## src/rtl/cordic_upconverter_if.sv

```systemverilog
// TX mixer bundle: NCO control, baseband samples, DAC output.
// master drives baseband/NCO, slave is the mixer.
interface cordic_upconverter_if #(
    parameter int IN_WIDTH  = 16,
    parameter int OUT_WIDTH = 14
);
    logic signed [31:0]          frequency;
    logic                        freq_load;
    logic                        tx_en;
    logic                        in_valid;
    logic signed [IN_WIDTH-1:0]  in_I;
    logic signed [IN_WIDTH-1:0]  in_Q;
    logic signed [OUT_WIDTH-1:0] dac_data;
    logic                        out_valid;

    modport master (
        output frequency, freq_load, tx_en,
        output in_valid, in_I, in_Q,
        input  dac_data, out_valid
    );

    modport slave (
        input  frequency, freq_load, tx_en,
        input  in_valid, in_I, in_Q,
        output dac_data, out_valid
    );
endinterface

```

## src/rtl/cordic_upconverter.sv

```systemverilog
// CORDIC upconverter: dac = I*cos(ph) - Q*sin(ph), unrolled
// rotation pipeline fed by a 32-bit NCO and a zero-order hold.
module cordic_upconverter #(
    parameter int IN_WIDTH  = 16,
    parameter int OUT_WIDTH = 14,
    parameter int STG       = 16
) (
    input logic clock,
    input logic reset,
    cordic_upconverter_if.slave bus
);
    localparam int WR  = IN_WIDTH + 2;
    localparam int WZ  = 20;
    localparam int LAT = STG + 2;
    localparam int SH  = WR - OUT_WIDTH;
    localparam int CW  = $clog2(LAT + 1);

    localparam logic signed [WR:0] HALF = (WR+1)'(1 << (SH-1));
    localparam logic signed [WR:0] SMAX = (WR+1)'(2**(OUT_WIDTH-1) - 1);
    localparam logic signed [WR:0] SMIN = (WR+1)'(-(2**(OUT_WIDTH-1)));

    // atan(2^-n) scaled so that pi/2 = 2^(WZ-1)
    function automatic logic signed [WZ-1:0] atan_lut(input int n);
        case (n)
            0:       return 20'sd262144;
            1:       return 20'sd154753;
            2:       return 20'sd81767;
            3:       return 20'sd41506;
            4:       return 20'sd20834;
            5:       return 20'sd10427;
            6:       return 20'sd5215;
            7:       return 20'sd2608;
            8:       return 20'sd1304;
            9:       return 20'sd652;
            10:      return 20'sd326;
            11:      return 20'sd163;
            12:      return 20'sd81;
            13:      return 20'sd41;
            14:      return 20'sd20;
            15:      return 20'sd10;
            default: return '0;
        endcase
    endfunction

    logic [31:0]                 phase;
    logic [31:0]                 freq_reg;
    logic signed [IN_WIDTH-1:0]  hold_i;
    logic signed [IN_WIDTH-1:0]  hold_q;

    logic signed [WR-1:0]        ie;
    logic signed [WR-1:0]        qe;
    logic signed [WR-1:0]        x0_d;
    logic signed [WR-1:0]        y0_d;

    logic signed [WR-1:0]        xr [0:STG];
    logic signed [WR-1:0]        yr [0:STG-1];
    logic signed [WZ-1:0]        zr [0:STG-1];

    logic signed [WR:0]          xext;
    logic signed [WR:0]          rnd;
    logic signed [OUT_WIDTH-1:0] sat;
    logic signed [OUT_WIDTH-1:0] dac_q;
    logic [CW-1:0]               fill;

    // Fine phase bits below the CORDIC angle resolution only feed the NCO
    logic unused_phase_lsb;
    assign unused_phase_lsb = ^phase[10:0];

    // NCO accumulator, frequency latch and baseband zero-order hold
    always_ff @(posedge clock) begin
        if (reset) begin
            phase    <= '0;
            freq_reg <= '0;
            hold_i   <= '0;
            hold_q   <= '0;
        end else begin
            phase <= phase + freq_reg;
            if (bus.freq_load)
                freq_reg <= bus.frequency;
            if (bus.in_valid) begin
                hold_i <= bus.in_I;
                hold_q <= bus.in_Q;
            end
        end
    end

    // Widen before the quadrant fold so negating the most negative input is safe
    assign ie = bus.tx_en ? {{(WR-IN_WIDTH){hold_i[IN_WIDTH-1]}}, hold_i} : '0;
    assign qe = bus.tx_en ? {{(WR-IN_WIDTH){hold_q[IN_WIDTH-1]}}, hold_q} : '0;

    // Coarse quadrant rotation so the CORDIC only sees 0..pi/2
    always_comb begin
        x0_d = ie;
        y0_d = qe;
        unique case (phase[31:30])
            2'd0: begin x0_d = ie;  y0_d = qe;  end
            2'd1: begin x0_d = -qe; y0_d = ie;  end
            2'd2: begin x0_d = -ie; y0_d = -qe; end
            2'd3: begin x0_d = qe;  y0_d = -ie; end
        endcase
    end

    // Stage-0 register and the unrolled micro-rotation pipeline
    always_ff @(posedge clock) begin
        if (reset) begin
            for (int n = 0; n <= STG; n++)
                xr[n] <= '0;
            for (int n = 0; n < STG; n++) begin
                yr[n] <= '0;
                zr[n] <= '0;
            end
        end else begin
            xr[0] <= x0_d;
            yr[0] <= y0_d;
            zr[0] <= {1'b0, phase[29:11]};
            for (int n = 0; n < STG-1; n++) begin
                if (!zr[n][WZ-1]) begin
                    xr[n+1] <= xr[n] - (yr[n] >>> n);
                    yr[n+1] <= yr[n] + (xr[n] >>> n);
                    zr[n+1] <= zr[n] - atan_lut(n);
                end else begin
                    xr[n+1] <= xr[n] + (yr[n] >>> n);
                    yr[n+1] <= yr[n] - (xr[n] >>> n);
                    zr[n+1] <= zr[n] + atan_lut(n);
                end
            end
            if (!zr[STG-1][WZ-1])
                xr[STG] <= xr[STG-1] - (yr[STG-1] >>> (STG-1));
            else
                xr[STG] <= xr[STG-1] + (yr[STG-1] >>> (STG-1));
        end
    end

    assign xext = {xr[STG][WR-1], xr[STG]};
    assign rnd  = (xext + HALF) >>> SH;

    // Round-half-up result clamped to the DAC code range
    always_comb begin
        sat = rnd[OUT_WIDTH-1:0];
        if (rnd > SMAX)
            sat = SMAX[OUT_WIDTH-1:0];
        else if (rnd < SMIN)
            sat = SMIN[OUT_WIDTH-1:0];
    end

    // DAC output register and pipeline fill counter
    always_ff @(posedge clock) begin
        if (reset) begin
            dac_q <= '0;
            fill  <= '0;
        end else begin
            dac_q <= sat;
            if (fill != CW'(LAT))
                fill <= fill + 1'b1;
        end
    end

    assign bus.dac_data  = dac_q;
    assign bus.out_valid = (fill == CW'(LAT));
endmodule

```

## src/flat_wrapper.sv

```systemverilog
// flat-port wrapper written by rule: the top's interface ports become plain ports
module cordic_upconverter_flat 
#(
    parameter int IN_WIDTH  = 16,
    parameter int OUT_WIDTH = 14,
    parameter int STG       = 16
)
  (clock, reset, bus_frequency, bus_freq_load, bus_tx_en, bus_in_valid, bus_in_I, bus_in_Q, bus_dac_data, bus_out_valid);
  cordic_upconverter_if #(.IN_WIDTH(IN_WIDTH), .OUT_WIDTH(OUT_WIDTH)) bus_i ();
  input logic clock;
  input logic reset;
  input wire logic [$bits(bus_i.frequency)-1:0] bus_frequency;
  input wire logic [$bits(bus_i.freq_load)-1:0] bus_freq_load;
  input wire logic [$bits(bus_i.tx_en)-1:0] bus_tx_en;
  input wire logic [$bits(bus_i.in_valid)-1:0] bus_in_valid;
  input wire logic [$bits(bus_i.in_I)-1:0] bus_in_I;
  input wire logic [$bits(bus_i.in_Q)-1:0] bus_in_Q;
  output wire logic [$bits(bus_i.dac_data)-1:0] bus_dac_data;
  output wire logic [$bits(bus_i.out_valid)-1:0] bus_out_valid;
  assign bus_i.frequency = bus_frequency;
  assign bus_i.freq_load = bus_freq_load;
  assign bus_i.tx_en = bus_tx_en;
  assign bus_i.in_valid = bus_in_valid;
  assign bus_i.in_I = bus_in_I;
  assign bus_i.in_Q = bus_in_Q;
  assign bus_dac_data = bus_i.dac_data;
  assign bus_out_valid = bus_i.out_valid;
  cordic_upconverter #(.IN_WIDTH(IN_WIDTH), .OUT_WIDTH(OUT_WIDTH), .STG(STG)) u_core (.clock(clock), .reset(reset), .bus(bus_i));
endmodule
```

## config.mk

```make
export PLATFORM = sky130hd
export DESIGN_NAME = cordic_upconverter_flat
export DESIGN_NICKNAME = d
export VERILOG_FILES = /design/src/rtl/cordic_upconverter_if.sv /design/src/rtl/cordic_upconverter.sv /design/src/flat_wrapper.sv
export SDC_FILE = /design/constraint.sdc
export NUM_CORES = 2
export LEC_CHECK = 0
export ABC_AREA = 1
export CAP_MARGIN = 0
export CORE_MARGIN = 2
export CORE_UTILIZATION = 60
export DETAILED_ROUTE_END_ITERATION = 10
export PLACE_DENSITY = 0.79
export REMOVE_ABC_BUFFERS = 1
export SETUP_SLACK_MARGIN = 0.5
export SKIP_LAST_GASP = 1
export SYNTH_ARGS = -nofsm -noshare
export SYNTH_HDL_FRONTEND = slang
export SYNTH_SLANG_ARGS = --single-unit
```

## constraint.sdc

```tcl
create_clock -name clock -period 3.96 [get_ports clock]
set_input_delay 0.792 -clock clock [delete_from_list [all_inputs] [get_ports clock]]
set_output_delay 0.792 -clock clock [all_outputs]
set_load 0.03 [all_outputs]
```

### After elaboration in Yosys (flattened, before gate mapping)

Memories as Yosys holds them, arrays and structs flattened.
Index checks and enable logic that the tools add are counted.
W data, S select, Z words.

| word-level totals | value |
|---|---|
| output and inout bits | 15 |
| logic and storage cells | 470 |
| register bits after elaboration | 115 |
| input bits | 69 |
| bits in writable memories | 914 |
| memories kept | 3 |

| operators by class | value |
|---|---|
| reductions and logical operators | 2 |
| bitwise logic cells | 95 |
| multiplexer cells | 260 |
| order comparisons | 2 |
| add/subtract/negate cells | 96 |
| equality and inequality tests | 5 |

Memories:

| memory | depth | bits a word | rd ports | clocked after memory_dff | wr ports | RTL line | text |
|---|---|---|---|---|---|---|---|
| u_core.zr | 16 | 20 | 16 | 0 | 16 | cordic_upconverter.sv:57 | `logic signed [WZ-1:0] zr [0:STG-1];` |
| u_core.xr | 17 | 18 | 17 | 0 | 17 | cordic_upconverter.sv:55 | `logic signed [WR-1:0] xr [0:STG];` |
| u_core.yr | 16 | 18 | 16 | 0 | 16 | cordic_upconverter.sv:56 | `logic signed [WR-1:0] yr [0:STG-1];` |

Operators with widths:

| operator | number |
|---|---|
| $mux W20 | 91 |
| $mux W18 | 66 |
| $add A20 B20 Y20 | 15 |
| $sub A20 B20 Y20 | 15 |
| $pmux W18 S4 | 2 |
| $mux W1 | 99 |
| $or A1 B1 Y1 | 95 |
| $add A18 B10 Y18 | 2 |
| $add A18 B11 Y18 | 2 |
| $add A18 B12 Y18 | 2 |
| $add A18 B13 Y18 | 2 |
| $add A18 B14 Y18 | 2 |
| $add A18 B15 Y18 | 2 |
| $add A18 B16 Y18 | 2 |
| $add A18 B17 Y18 | 2 |
| $add A18 B4 Y18 | 2 |
| $add A18 B5 Y18 | 2 |
| $add A18 B6 Y18 | 2 |
| $add A18 B7 Y18 | 2 |
| $add A18 B8 Y18 | 2 |
| $add A18 B9 Y18 | 2 |
| $neg A18 Y18 | 2 |
| $sub A18 B10 Y18 | 2 |
| $sub A18 B11 Y18 | 2 |
| 29 further kinds | 43 |

### Logic depth before layout (Yosys ltp)

An unclocked memory read counts as a cell.

| logic depth | value |
|---|---|
| depth in word-level cells | 6 |
| mapped depth | 23 |
| depth with buffers taken out | 23 |

### Worst setup path before layout

Ideal clock, no wire load.

| timing | value |
|---|---|
| path kind | input-to-reg |
| start | input reset |
| end | memory u_core.xr[14][13] (netlist name) (data pin) |
| stages on the path | 14 |
| arrival | 3.377 ns |
| buffers on the path | 3 |
| setup time | 0.255 ns |
| setup slack | 0.328 ns |
| required time | 3.705 ns |
| cell sequence | buf_6 > inv_4 > buf_12 > nand2_2 > buf_1 > o21ai_0 > ha_1 > nand2_1 > o21ai_0 > inv_1 > o21ai_0 > nand3b_1 > a21oi_1 > nor2_1 |

RTL lines:

| item | RTL line | text |
|---|---|---|
| start, declared | flat_wrapper.sv:11 | `input logic reset;` |
| end, declared | cordic_upconverter.sv:55 |  |

==> metrics.yaml <==
period_minus_slack_ps: 3430
cp-end-kind: "flip-flop"
grt_pass1_wl_um: 413000
worstSetupStartpointType: "flip-flop"
clk_pin_slew_ps: 70
cap_violations: 0
drtIter0Drc: 7479
instances_no_fill: 15411
wire_per_inst_um: 16.9
arrival_ps: 3930
ys_seq_area_frac: 0.318
drive_gt1_frac: 0.0364
status: "complete, no violations"
synth_flop_cell: "edfxtp_1"
grt.total_usage: 0.341
setup-tns-final_ps: 0
layout.cells.most_common: "nand2_1"
syn_area_per_cell_um2: 7.03
fmax_ghz: 0.292
min_period_over_period: 0.866
dieWidth_um: 386
crit_required_ps: 4460
drc: 0
vdd_drop_max_mv: 0.496
yosysWarnings: 0
slew_violations: 0
largest_register_ffs: 303
met3_usage: 0.0429
slew_headroom: 0.317
wl_um: 260000
diodes: 0
core_um2: 145000
async_flop_share: 0
antenna_found_initial: 1
final_cell_mix: "2,696 x nand2_1, 1,725 x nor2_1, 1,519 x inv_1, 1,335 x a21oi_1, 952 x o21ai_0"
r2r_start: "u_core.yr[12][13]"
cpPeakStageDelay_ps: 500
worstPathCellList: "inv_1, ha_1, nand2_1, nor2_1, nand2_1, ha_1, nand2_1, nand2_1, inv_1, ha_1, nand2_1, nor3_2, nand3_1, a21oi_1, nor2_1"
htreeDepth: 3
setup_viol_count_final: 0
row_count: 140
ys_seq_elements: 988
dp_hpwl_um: 206000
via_per_inst: 5.64
nFillCells: 12742
postSynthCellCount: 12436
drt_pass1_iterations: 9
path_common_cell: "nand2_1"
vias: 86994
io_pins: 84
worstMarginPinSlew_ps: 1020
grt_overflow_total: 0
path_class: "flip-flop to flip-flop"
synth_area_um2: 87400
hold_class: "flip-flop to flip-flop"
cts_tree: "yes"
finalClockSkew_ps: 38.3
grt_max_degree: 134
area_growth_syn_to_layout_pct: 12.2
ys_types: 59
dieHeight_um: 386
total_power_mw: 71.9
worstHoldStart: "u_core.zr[0][18]"
synth_edf_count: 799
largest_registers: "u_core.xr: 303 flops, u_core.zr: 297 flops, u_core.yr: 273 flops"
dp.cells: 15182
start_util: 0.602
layout.nets: 14386
worstPathMaxFanout: 6
finalWeightedCongestion: 1.03
top_register: "u_core.xr"
crit_slowest_cell: "nor3_2"
cellLeakagePower_nw: 48.6
cts_buffer_depth: 3
cts_buffers: 114
cts_root_buf: "clkbuf_16"
met1_usage: 0.430
ant_nets: 0
use_met2: 0.584
grt_busiest_layer: "met2"
hold_viol_final: 0
grt_pass1_vias: 81843
cts_sinks: 988
portBuffers: 83
clk_latency_ps: 760
dieArea_um2: 149000
grt_setup_unrepaired: "true"
power_density_nw_per_um2: 733
setup.worst_path.start: "u_core.yr[12][13]"
[final cells by class]
type / instances / area (um^2) / share of cell area
clock buffers: 132 / 3010 / 0.0307
clock inverters: 82 / 793 / 0.00809
inverters: 1550 / 5840 / 0.0595
multi-input cells: 10494 / 56200 / 0.572
flip-flops and latches: 988 / 27800 / 0.283
well taps: 1917 / 2400 / 0.0244
repair buffers: 248 / 2120 / 0.0217
[path summary, 6_finish.rpt]
path                            slack, ps                end  depth (start not counted)
worst min register to register        390   u_core.zr[1][18]                          1
worst max-delay path                  530  u_core.xr[13][16]                         15
worst min-delay path                  390   u_core.zr[1][18]                          1
worst max register to register        530  u_core.xr[13][16]                         15
[Yosys cell counts (18+ instances only)]
| cell | n | area [um^2] |
|---|---|---|
| nor2_1 | 1733 | 6500 |
| nor4_1 | 18 | 113 |
| a21o_1 | 120 | 901 |
| nor3_1 | 149 | 746 |
| dfxtp_1 | 189 | 3780 |
| buf_2 | 99 | 495 |
| inv_1 | 1525 | 5720 |
| o21a_1 | 104 | 781 |
| a21oi_1 | 1341 | 6710 |
| ha_1 | 879 | 11000 |
| o21bai_1 | 74 | 556 |
| a31oi_1 | 37 | 231 |
| xnor2_1 | 72 | 631 |
| fa_1 | 42 | 841 |
| xor2_1 | 206 | 1800 |
| nand4_1 | 159 | 995 |
| clkbuf_1 | 87 | 327 |
| nand2_1 | 2699 | 10100 |
| nand3b_1 | 62 | 465 |
| or2_2 | 27 | 169 |
| o21ai_1 | 18 | 90.1 |
| o31ai_1 | 29 | 218 |
| a21boi_0 | 31 | 233 |
| inv_2 | 19 | 71.3 |
| edfxtp_1 | 799 | 24000 |
| o21ai_0 | 961 | 4810 |
| nand3_1 | 826 | 4130 |
[power by group]
part	switching [mW]	total, mW	internal (mW)
Combinational	28.6	43.5	14.9
Clock	4.67	10.8	6.13
Sequential	2.72	17.7	14.9
[per-stage QoR]
step	hold slack, ps	area (um^2)	setup slack (ps)	util
final	391	98100	532	0.676
after global routing	402	98100	382	0.676
after CTS	393	97700	528	0.673
after detailed placement	384	93900	86.7	0.647
after global placement	371	93900	208	0.647
after floorplan	363	89500	-3150	-
[logic make-up after synthesis]
group / Yosys count / synth area share
and+or+nand+nor: 5747 / 0.272
buffers and inverters: 1752 / 0.0776
DFF: 988 / 0.318
adders and majority gates: 921 / 0.135
xor gates and xnor gates: 279 / 0.0280
other: 1 / 0.0000429
AOI/OAI and AO/OA: 2748 / 0.169
[worst max-delay path, delay by kind of cell, from the launching register on]
family                   cells  cell delay, ps
adder cells (fa/ha/maj)      3             880
flip-flops                   1             470
AO/OA/AOI/OAI                1             190
AND/OR/NAND/NOR              9            1440
buffers and inverters        2             190
[per-layer routing]
layer | wire, um | vias up | share of wire
met4 | 13100 | 0 | 0.050
met1 | 108000 | 39782 | 0.42
met5 | 0 | - | 0
li1 | - | 43124 | -
met3 | 17000 | 715 | 0.066
met2 | 122000 | 3373 | 0.47
[repair_timing]
| action | 4_1_cts | 5_1_grt |
|---|---|---|
| gates resized for setup | 2 | 75 |
| pin swaps | 0 | 15 |
| buffers inserted | 1 | 14 |
| setup endpoints to repair | 5 | 74 |
| hold buffers | 0 | 0 |
| endpoints found under the hold margin | 0 | 0 |
Power figures use the tool's default switching activity.
